==> config.mk <==
export PLATFORM = sky130hd
export DESIGN_NAME = pit_host_flat
export DESIGN_NICKNAME = d
export VERILOG_FILES = /design/src/rtl/pit_host_if.sv /design/src/rtl/pit_host.sv /design/src/flat_wrapper.sv
export SDC_FILE = /design/constraint.sdc
export NUM_CORES = 1
export LEC_CHECK = 0
export BUFFER_PORTS_ARGS = -buffer_cell sky130_fd_sc_hd__buf_2
export CAP_MARGIN = 20
export CORE_MARGIN = 2
export CORE_UTILIZATION = 45
export CTS_CLUSTER_DIAMETER = 200
export DETAILED_ROUTE_END_ITERATION = 8
export GPL_ROUTABILITY_DRIVEN = 0
export PLACE_DENSITY = 0.8
export SLEW_MARGIN = 25
export SYNTH_ARGS = -nofsm -noshare
export SYNTH_HDL_FRONTEND = slang
export SYNTH_SLANG_ARGS = --single-unit
==> constraint.sdc <==
create_clock -name clk -period 1.65 [get_ports clk]
set_input_delay 0.33 -clock clk [delete_from_list [all_inputs] [get_ports clk]]
set_output_delay 0.33 -clock clk [all_outputs]
set_load 0.01 [all_outputs]
==> src/rtl/pit_host_if.sv <==
// Command/response channel and i8253 byte-bus signals of pit_host.
// The master modport is the pit_host side; slave is the controller/timer side.
interface pit_host_if;
   logic        cmd_valid;
   logic        cmd_ready;
   logic        cmd_op;
   logic [1:0]  cmd_chan;
   logic [1:0]  cmd_rl;
   logic [2:0]  cmd_mode;
   logic        cmd_bcd;
   logic [15:0] cmd_value;
   logic        rsp_valid;
   logic        rsp_err;
   logic [15:0] rsp_data;
   logic        cs;
   logic        rd;
   logic        wr;
   logic [1:0]  a;
   logic [7:0]  odata;
   logic [7:0]  idata;

   modport master (
      input  cmd_valid, cmd_op, cmd_chan, cmd_rl, cmd_mode, cmd_bcd, cmd_value, idata,
      output cmd_ready, rsp_valid, rsp_err, rsp_data, cs, rd, wr, a, odata
   );

   modport slave (
      output cmd_valid, cmd_op, cmd_chan, cmd_rl, cmd_mode, cmd_bcd, cmd_value, idata,
      input  cmd_ready, rsp_valid, rsp_err, rsp_data, cs, rd, wr, a, odata
   );
endinterface

==> src/rtl/pit_host.sv <==
// i8253 bus initiator: expands program/read commands into cs/rd/wr/a byte accesses.
// Read commands are sequenced only when PIT_HOST_READBACK_EN is defined.
module pit_host #(
   parameter int unsigned RD_CYCLES = 2,
   parameter int unsigned GAP       = 1
) (
   input logic        clk,
   input logic        reset,
   pit_host_if.master bus
);
   localparam int unsigned PW = $clog2(RD_CYCLES + GAP + 3);
   localparam logic [PW-1:0] STROBE_PH = PW'(1);
   localparam logic [PW-1:0] WR_LAST   = PW'(2);
   localparam logic [PW-1:0] GAP_LAST  = PW'((GAP > 0) ? GAP - 1 : 0);
`ifdef PIT_HOST_READBACK_EN
   localparam logic [PW-1:0] RD_STROBE_LAST = PW'(RD_CYCLES);
   localparam logic [PW-1:0] RD_LAST        = PW'(RD_CYCLES + 1);
`endif

   typedef enum logic [2:0] {S_IDLE, S_CW, S_GAP, S_D0, S_D1, S_RESP} state_t;

   state_t      state_q, state_d, after_gap_q, after_gap_d, nxt_acc;
   logic [PW-1:0] phase_q, phase_d, last_phase;
   logic        rsp_err_q, rsp_err_d;
   logic [15:0] rsp_data_q, rsp_data_d;
   logic [1:0]  chan_q, rl_q;
   logic [2:0]  mode_q;
   logic        bcd_q;
   logic [15:0] value_q;
   logic        ready, accept, bad_cmd, in_access, rd_cmd, acc_done;
   logic [7:0]  acc_byte;

   assign ready     = (state_q == S_IDLE) && !reset;
   assign accept    = bus.cmd_valid && ready;
   assign in_access = (state_q == S_CW) || (state_q == S_D0) || (state_q == S_D1);

`ifdef PIT_HOST_READBACK_EN
   logic       op_q, rd_acc;
   logic [7:0] lsb_q, lsb_d, msb_q, msb_d;

   assign rd_cmd     = op_q;
   assign rd_acc     = op_q && ((state_q == S_D0) || (state_q == S_D1));
   assign bad_cmd    = (bus.cmd_chan == 2'd3);
   assign last_phase = rd_acc ? RD_LAST : WR_LAST;

   always_comb begin
      lsb_d = lsb_q;
      msb_d = msb_q;
      if (rd_acc && phase_q == RD_STROBE_LAST) begin
         if (state_q == S_D0) lsb_d = bus.idata;
         else                 msb_d = bus.idata;
      end
   end

   always_ff @(posedge clk or posedge reset) begin
      if (reset) begin
         op_q  <= 1'b0;
         lsb_q <= '0;
         msb_q <= '0;
      end else begin
         if (accept) op_q <= bus.cmd_op;
         lsb_q <= lsb_d;
         msb_q <= msb_d;
      end
   end
`else
   assign rd_cmd     = 1'b0;
   assign bad_cmd    = (bus.cmd_chan == 2'd3) || bus.cmd_op;
   assign last_phase = WR_LAST;
`endif

   assign acc_done = in_access && (phase_q == last_phase);

   always_comb begin
      nxt_acc  = S_RESP;
      acc_byte = '0;
      case (state_q)
         S_CW: begin
            nxt_acc  = S_D0;
            acc_byte = rd_cmd ? {chan_q, 6'b000000} : {chan_q, rl_q, mode_q, bcd_q};
         end
         S_D0: begin
            nxt_acc  = (rd_cmd || rl_q == 2'b11) ? S_D1 : S_RESP;
            acc_byte = (rl_q == 2'b10) ? value_q[15:8] : value_q[7:0];
         end
         S_D1:    acc_byte = value_q[15:8];
         default: ;
      endcase
   end

   always_comb begin
      state_d     = state_q;
      after_gap_d = after_gap_q;
      phase_d     = phase_q;
      rsp_err_d   = rsp_err_q;
      rsp_data_d  = rsp_data_q;
      case (state_q)
         S_IDLE: if (accept) begin
            phase_d = '0;
            if (bad_cmd) begin
               state_d    = S_RESP;
               rsp_err_d  = 1'b1;
               rsp_data_d = '0;
            end else begin
               state_d = S_CW;
            end
         end
         S_CW, S_D0, S_D1: if (acc_done) begin
            phase_d = '0;
            if (nxt_acc == S_RESP) begin
               state_d    = S_RESP;
               rsp_err_d  = 1'b0;
`ifdef PIT_HOST_READBACK_EN
               rsp_data_d = rd_cmd ? {msb_q, lsb_q} : 16'h0000;
`else
               rsp_data_d = '0;
`endif
            end else if (GAP > 0) begin
               state_d     = S_GAP;
               after_gap_d = nxt_acc;
            end else begin
               state_d = nxt_acc;
            end
         end else begin
            phase_d = phase_q + 1'b1;
         end
         S_GAP: if (phase_q == GAP_LAST) begin
            state_d = after_gap_q;
            phase_d = '0;
         end else begin
            phase_d = phase_q + 1'b1;
         end
         S_RESP:  state_d = S_IDLE;
         default: state_d = S_IDLE;
      endcase
   end

   always_ff @(posedge clk or posedge reset) begin
      if (reset) begin
         state_q     <= S_IDLE;
         after_gap_q <= S_IDLE;
         phase_q     <= '0;
         rsp_err_q   <= 1'b0;
         rsp_data_q  <= '0;
      end else begin
         state_q     <= state_d;
         after_gap_q <= after_gap_d;
         phase_q     <= phase_d;
         rsp_err_q   <= rsp_err_d;
         rsp_data_q  <= rsp_data_d;
      end
   end

   // rl=00 is folded to 11 at capture so the control word and data phases agree
   always_ff @(posedge clk or posedge reset) begin
      if (reset) begin
         chan_q  <= '0;
         rl_q    <= '0;
         mode_q  <= '0;
         bcd_q   <= 1'b0;
         value_q <= '0;
      end else if (accept) begin
         chan_q  <= bus.cmd_chan;
         rl_q    <= (bus.cmd_rl == 2'b00) ? 2'b11 : bus.cmd_rl;
         mode_q  <= bus.cmd_mode;
         bcd_q   <= bus.cmd_bcd;
         value_q <= bus.cmd_value;
      end
   end

   always_comb begin
      bus.cs    = 1'b0;
      bus.rd    = 1'b0;
      bus.wr    = 1'b0;
      bus.a     = '0;
      bus.odata = '0;
      if (in_access) begin
         bus.cs = 1'b1;
         bus.a  = (state_q == S_CW) ? 2'd3 : chan_q;
`ifdef PIT_HOST_READBACK_EN
         if (rd_acc) begin
            bus.rd = (phase_q >= STROBE_PH) && (phase_q <= RD_STROBE_LAST);
         end else begin
            bus.wr    = (phase_q == STROBE_PH);
            bus.odata = acc_byte;
         end
`else
         bus.wr    = (phase_q == STROBE_PH);
         bus.odata = acc_byte;
`endif
      end
   end

   assign bus.cmd_ready = ready;
   assign bus.rsp_valid = (state_q == S_RESP);
   assign bus.rsp_err   = rsp_err_q;
   assign bus.rsp_data  = rsp_data_q;
endmodule

==> src/flat_wrapper.sv <==
// flat-port wrapper written by rule: the top's interface ports become plain ports
module pit_host_flat 
#(
   parameter int unsigned RD_CYCLES = 2,
   parameter int unsigned GAP       = 1
)
  (clk, reset, bus_cmd_valid, bus_cmd_op, bus_cmd_chan, bus_cmd_rl, bus_cmd_mode, bus_cmd_bcd, bus_cmd_value, bus_idata, bus_cmd_ready, bus_rsp_valid, bus_rsp_err, bus_rsp_data, bus_cs, bus_rd, bus_wr, bus_a, bus_odata);
  pit_host_if bus_i ();
  input logic clk;
  input logic reset;
  input wire logic [$bits(bus_i.cmd_valid)-1:0] bus_cmd_valid;
  input wire logic [$bits(bus_i.cmd_op)-1:0] bus_cmd_op;
  input wire logic [$bits(bus_i.cmd_chan)-1:0] bus_cmd_chan;
  input wire logic [$bits(bus_i.cmd_rl)-1:0] bus_cmd_rl;
  input wire logic [$bits(bus_i.cmd_mode)-1:0] bus_cmd_mode;
  input wire logic [$bits(bus_i.cmd_bcd)-1:0] bus_cmd_bcd;
  input wire logic [$bits(bus_i.cmd_value)-1:0] bus_cmd_value;
  input wire logic [$bits(bus_i.idata)-1:0] bus_idata;
  output wire logic [$bits(bus_i.cmd_ready)-1:0] bus_cmd_ready;
  output wire logic [$bits(bus_i.rsp_valid)-1:0] bus_rsp_valid;
  output wire logic [$bits(bus_i.rsp_err)-1:0] bus_rsp_err;
  output wire logic [$bits(bus_i.rsp_data)-1:0] bus_rsp_data;
  output wire logic [$bits(bus_i.cs)-1:0] bus_cs;
  output wire logic [$bits(bus_i.rd)-1:0] bus_rd;
  output wire logic [$bits(bus_i.wr)-1:0] bus_wr;
  output wire logic [$bits(bus_i.a)-1:0] bus_a;
  output wire logic [$bits(bus_i.odata)-1:0] bus_odata;
  assign bus_i.cmd_valid = bus_cmd_valid;
  assign bus_i.cmd_op = bus_cmd_op;
  assign bus_i.cmd_chan = bus_cmd_chan;
  assign bus_i.cmd_rl = bus_cmd_rl;
  assign bus_i.cmd_mode = bus_cmd_mode;
  assign bus_i.cmd_bcd = bus_cmd_bcd;
  assign bus_i.cmd_value = bus_cmd_value;
  assign bus_i.idata = bus_idata;
  assign bus_cmd_ready = bus_i.cmd_ready;
  assign bus_rsp_valid = bus_i.rsp_valid;
  assign bus_rsp_err = bus_i.rsp_err;
  assign bus_rsp_data = bus_i.rsp_data;
  assign bus_cs = bus_i.cs;
  assign bus_rd = bus_i.rd;
  assign bus_wr = bus_i.wr;
  assign bus_a = bus_i.a;
  assign bus_odata = bus_i.odata;
  pit_host #(.RD_CYCLES(RD_CYCLES), .GAP(GAP)) u_core (.clk(clk), .reset(reset), .bus(bus_i));
endmodule
# [After elaboration in Yosys (flattened, before gate mapping)]
# Index checks and enable logic that the tools add are counted.
# Widths: inputs -> output; s select.
[word_totals] regBits=50 latch_bits=0 ramBits=0 mem_bits_ro=0 output_inout_bits=32 wordCells=75 mem_count=0
[op_classes] n_addsub=1 n_mul=0 div=0 magnitude_cmp=0 n_eq_ne=16 shifts=0 n_mux=30 bitwise=1 reduce_logical=17
[op_table] cell="$mux 16" count=4
[op_table] cell="$pmux 16 s2" count=1
[op_table] cell="$mux 3" count=8
[op_table] cell="$pmux 8 s3" count=1
[op_table] cell="$pmux 3 s3" count=2
[op_table] cell="$mux 8" count=2
[op_table] cell="$ne 2x1->1 const B" count=5
[op_table] cell="$eq 3x2->1 const B" count=3
[op_table] cell="$eq 3x3->1 const B" count=3
[op_table] cell="$mux 1" count=7
[op_table] cell="$eq 2x2->1 const B" count=3
[op_table] cell="$eq 3x1->1 const B" count=2
[op_table] cell="$logic_not 3->1" count=2
[op_table] cell="$mux 2" count=3
[op_table] cell="$pmux 3 s2" count=1
[op_table] cell="$reduce_and 3->1" count=2
[op_table] cell="$reduce_and 5->1" count=1
[op_table] cell="$add 3x1->3 const B" count=1
[op_table] cell="$logic_and 1x1->1" count=3
[op_table] cell="$logic_or 1x1->1" count=3
[op_table] cell="$reduce_bool 3->1" count=1
[op_table] cell="$reduce_or 3->1" count=1
[op_table] cell="$logic_not 2->1" count=1
[op_table] cell="$pmux 1 s2" count=1
[op_table] cell="other kinds (4)" count=4

# [Depth between registers and ports, before layout]
[logic_depth] ltp_word=7 depth_mapped=6 depth_no_buf=6

# [Least setup slack after synthesis]
# OpenSTA, ideal clock, no wires.
[synth_timing] path_type="input to register" startpoint="in reset" endpoint="reg u_core.phase_q[2]" setup_ns=0.126 arrival_ns=1.838 t_required_ns=1.524 slack_ns=-0.314 path_stages=4 cell_sequence="inv_1 -> a21oi_1 -> mux2_2 -> a221o_1"
[synth_between] elab_chain_len=5
[synth_rtl] item="from (decl)" line="flat_wrapper.sv:10" rtl="input logic reset;"
[synth_rtl] item="$logic_not 1->1" line="pit_host.sv:33" rtl="assign ready = (state_q == S_IDLE) && !reset;"
[synth_rtl] item="$logic_and 1x1->1" line="pit_host.sv:33"
[synth_rtl] item="$logic_and 1x1->1" line="pit_host.sv:34" rtl="assign accept = bus.cmd_valid && ready;"
[synth_rtl] item="$ne 2x1->1 (no line)"
[synth_rtl] item="$reduce_and 2->1 (no line)"
[synth_rtl] item="to (signal assigned)" line="pit_host.sv:148" rtl="phase_q <= phase_d;"
[synth_rtl] item="to (decl)" line="pit_host.sv:23" rtl="logic [PW-1:0] phase_q, phase_d, last_phase;"
# No other way between the ends.
# A chain may end at the register's enable or synchronous reset.

# [Worst setup path in the final report]
[layout_timing] startpoint="reg u_core.state_q[0]" endpoint="out bus_odata[2]"
[layout_between] elab_chain_len=4 word_cells_on_any_way=7 classes_between="eq/ne: 3; mux: 2; reduce/logical: 2"
[layout_rtl] item="from (decl)" line="pit_host.sv:22" rtl="state_t state_q, state_d, after_gap_q, after_gap_d, nxt_acc;"
[layout_rtl] item="from (signal assigned)" line="pit_host.sv:146" rtl="state_q <= state_d;"
[layout_rtl] item="parallel branches: the longest is 3 deep, another holds $pmux 8 s3"
[layout_rtl] item="$mux 8 (*)" line="pit_host.sv:177" rtl="if (in_access) begin"
[layout_rtl] item="to (decl)" line="flat_wrapper.sv:27" rtl="output wire logic [$bits(bus_i.odata)-1:0] bus_odata;"
# Mark *: on every way between the ends.

==> flow_summary.json <==
{
  "total_leakage_power_uw": 0.00137,
  "cap_violations": 0,
  "period_needed_ns": 1.90,
  "status": "finished, violations left",
  "setup_tns_ns": -7.16,
  "cp.depth": 6,
  "postSynth.asyncResetShare": 1.00,
  "die-area_sq_mm": 0.00502,
  "final-instance-count-excl-fill": 306,
  "power_density_mw_per_mm2": 2060,
  "ir_drop_v": 0.00123,
  "syn-mean-instance-area_sq_um": 11.2,
  "insertion_delay_ns": 0.30,
  "rsz0062_at_grt": "yes",
  "synth_flop_cell": "dfrtp_1",
  "hold_viol": 0,
  "grt_max_degree": 35,
  "violations": "negative setup slack",
  "ys_warn_count": 0,
  "period_share": 1.15,
  "h-tree-depth": 2,
  "fin_ws_ns": -0.252,
  "critPathBufInv": 3,
  "synth_area_leaders": "dfrtp_1, mux2_4, buf_4",
  "antenna_found_initial": 0,
  "crit_chain": "buf_6 > nor2b_4 > buf_6 > a22oi_1 > o22ai_1 > buf_2",
  "reg2reg_depth": 8,
  "slew_viol_final": 0,
  "synth_cell_type_count": 35,
  "yosysTopAreaCell": "dfrtp_1",
  "pre_cts_ws_ns": -0.0343,
  "dpl-instance-area_sq_mm": 0.00232,
  "first_global_vias": 1607,
  "crit_arrival_ns": 1.57,
  "port_buffers": 42,
  "first_pass_iters": 4,
  "synth_edf_count": 0,
  "initial_core_util": 0.465,
  "grt_first_pass_wirelength_mm": 7.47,
  "path_max_fanout": 5,
  "wl_per_cell_um": 17.1,
  "vias_per_cell": 5.42,
  "drc": 0,
  "dp.cells": 283,
  "ant_nets": 0,
  "dr.first_iter.drc_count": 90,
  "nFillCells": 333,
  "synth.ff_latch_count": 34,
  "crit_family": "buffers and inverters",
  "fmax_mhz": 526,
  "finalWirelength_mm": 5.25,
  "critPathMaxStageDelay_ns": 0.44,
  "final_nets": 293,
  "drive_gt1_frac": 0.520,
  "clock_sinks": 34,
  "top_level_ports": 68,
  "cts_hold_buf": 0,
  "die_h_um": 70.8,
  "required_ns": 1.32,
  "cts_buffer_depth": 2,
  "setup_viol": 43,
  "dp_hpwl_mm": 2.93,
  "seq_area_frac_synth": 0.423,
  "synth.top_cell.area_share": 0.423,
  "vias": 1657,
  "n_antenna_cell": 0,
  "die_w_um": 70.8,
  "rows": 24,
  "track_usage": 0.192,
  "crit_path_end_kind": "output pin",
  "path_clk_slew_ns": 0.08,
  "crit_path_start_kind": "register",
  "core_area_sq_mm": 0.00432,
  "clock_skew_ns": 0.0115,
  "hold_class": "in -> async",
  "overflow": 0,
  "crit_top_cell": "buf_6",
  "syn-cell-area_sq_mm": 0.00201,
  "synth_cells": 180,
  "cts_tree": "yes",
  "cts_buffers": 5,
  "crit_slowest_cell": "dfrtp_1",
  "syn2layout_area_growth_pct": 38.1,
  "critPathKind": "reg -> out",
  "cts_root_buf": "clkbuf_8",
  "fin_area_sq_mm": 0.00278
}
[final cells by class]
cell class / instances / area (sq um) / area share
Inverter: 5 / 22.5 / 0.00811
Multi-Input combinational cell: 133 / 1170 / 0.421
Sequential cell: 34 / 852 / 0.307
Clock inverter: 2 / 60.1 / 0.0216
Timing Repair Buffer: 74 / 527 / 0.190
Clock buffer: 6 / 82.6 / 0.0297
Tap cell: 52 / 65.1 / 0.0234
[repair_timing]
action / CTS / global route
pin swaps: 5 / 10
gates resized for setup: 19 / 24
setup buffers: 9 / 2
cloned: 1 / 3
endpoints found under the setup margin: 20 / 48
[layer usage]
metal,up-vias,track usage,share of wire
met3,11,0.0484,0.065
li1,761,-,-
met1,806,0.229,0.40
met5,-,0,0
met2,79,0.326,0.51
met4,0,0.0881,0.021
[sequential cells by signal (all words and copies together) (netlist names)]
name,count
u_core.after_gap_q,3
u_core.state_q,3
u_core.bcd_q,1
u_core.rl_q,2
u_core.chan_q,2
u_core.value_q,16
u_core.phase_q,3
u_core.bus.rsp_err,1
u_core.mode_q,3
[report_power, final]
part	total, uW	leakage [uW]	switching (uW)	internal [uW]
registers	1590	0.000407	340	1250
logic	3170	0.000895	1480	1690
clock network	969	0.0000714	324	644
total	5730	0.00137	2140	3590
[through the flow]
step,hold WS [ns],utilization,power (uW)
floorplan,0.275,-,3190
global placement,0.469,0.536,3870
detailed placement,0.481,0.536,3960
CTS,0.185,0.605,5270
global route,0.211,0.642,6050
finish,0.168,0.642,5730
[Yosys cell counts (all sizes together) (6+ instances only)]
library cell / count
a21oi: 7
a22oi: 9
buf: 24
dfrtp: 34
mux2: 24
mux2i: 8
nand2: 8
nand2b: 6
nor2: 8
nor2b: 6
o22ai: 8
[final timing paths]
check,endpoint,startpoint,slack [ns]
hold / removal,u_core.phase_q[2],reset,0.17
setup reg to reg,u_core.value_q[1],u_core.state_q[2],-0.22
hold reg to reg,u_core.after_gap_q[1],u_core.after_gap_q[1],0.51
setup / recovery,bus_odata[2],u_core.state_q[0],-0.25
min in group clk,u_core.bcd_q,bus_cmd_bcd,0.25
max in group asynchronous,u_core.state_q[1],reset,1.16
[worst min-delay path, cell delays in order]
cell and delay [ns]:
buf_2 0.13, clkinvlp_4 0.07, buf_4 0.37
[cell families after synthesis]
family | share of synthesized area
AO/OA/AOI/OAI | 0.129
adder cells (fa/ha/maj) | 0.0249
buffers and inverters | 0.102
flip-flops | 0.423
multiplexers | 0.202
other | 0.00187
AND/OR/NAND/NOR | 0.116
[cell usage in the layout (no fill, tap or decap), drive strengths merged, types with 2 or more instances in the layout]
cell type	synthesis	routed
conb	1	17
nand3	4	4
clkbuf	2	7
nand2	8	8
and2b	1	2
o31ai	2	2
nor2	8	8
ha	4	4
nand3b	1	2
dfrtp	34	34
o22ai	8	8
o22a	2	2
mux2i	8	8
inv	5	4
o21ai	5	5
bufinv	0	2
a21oi	7	7
a22oi	9	9
a21o	3	3
buf	24	73
mux2	24	24
nor2b	6	6
nand2b	6	6
Power figures use the tool's default switching activity.
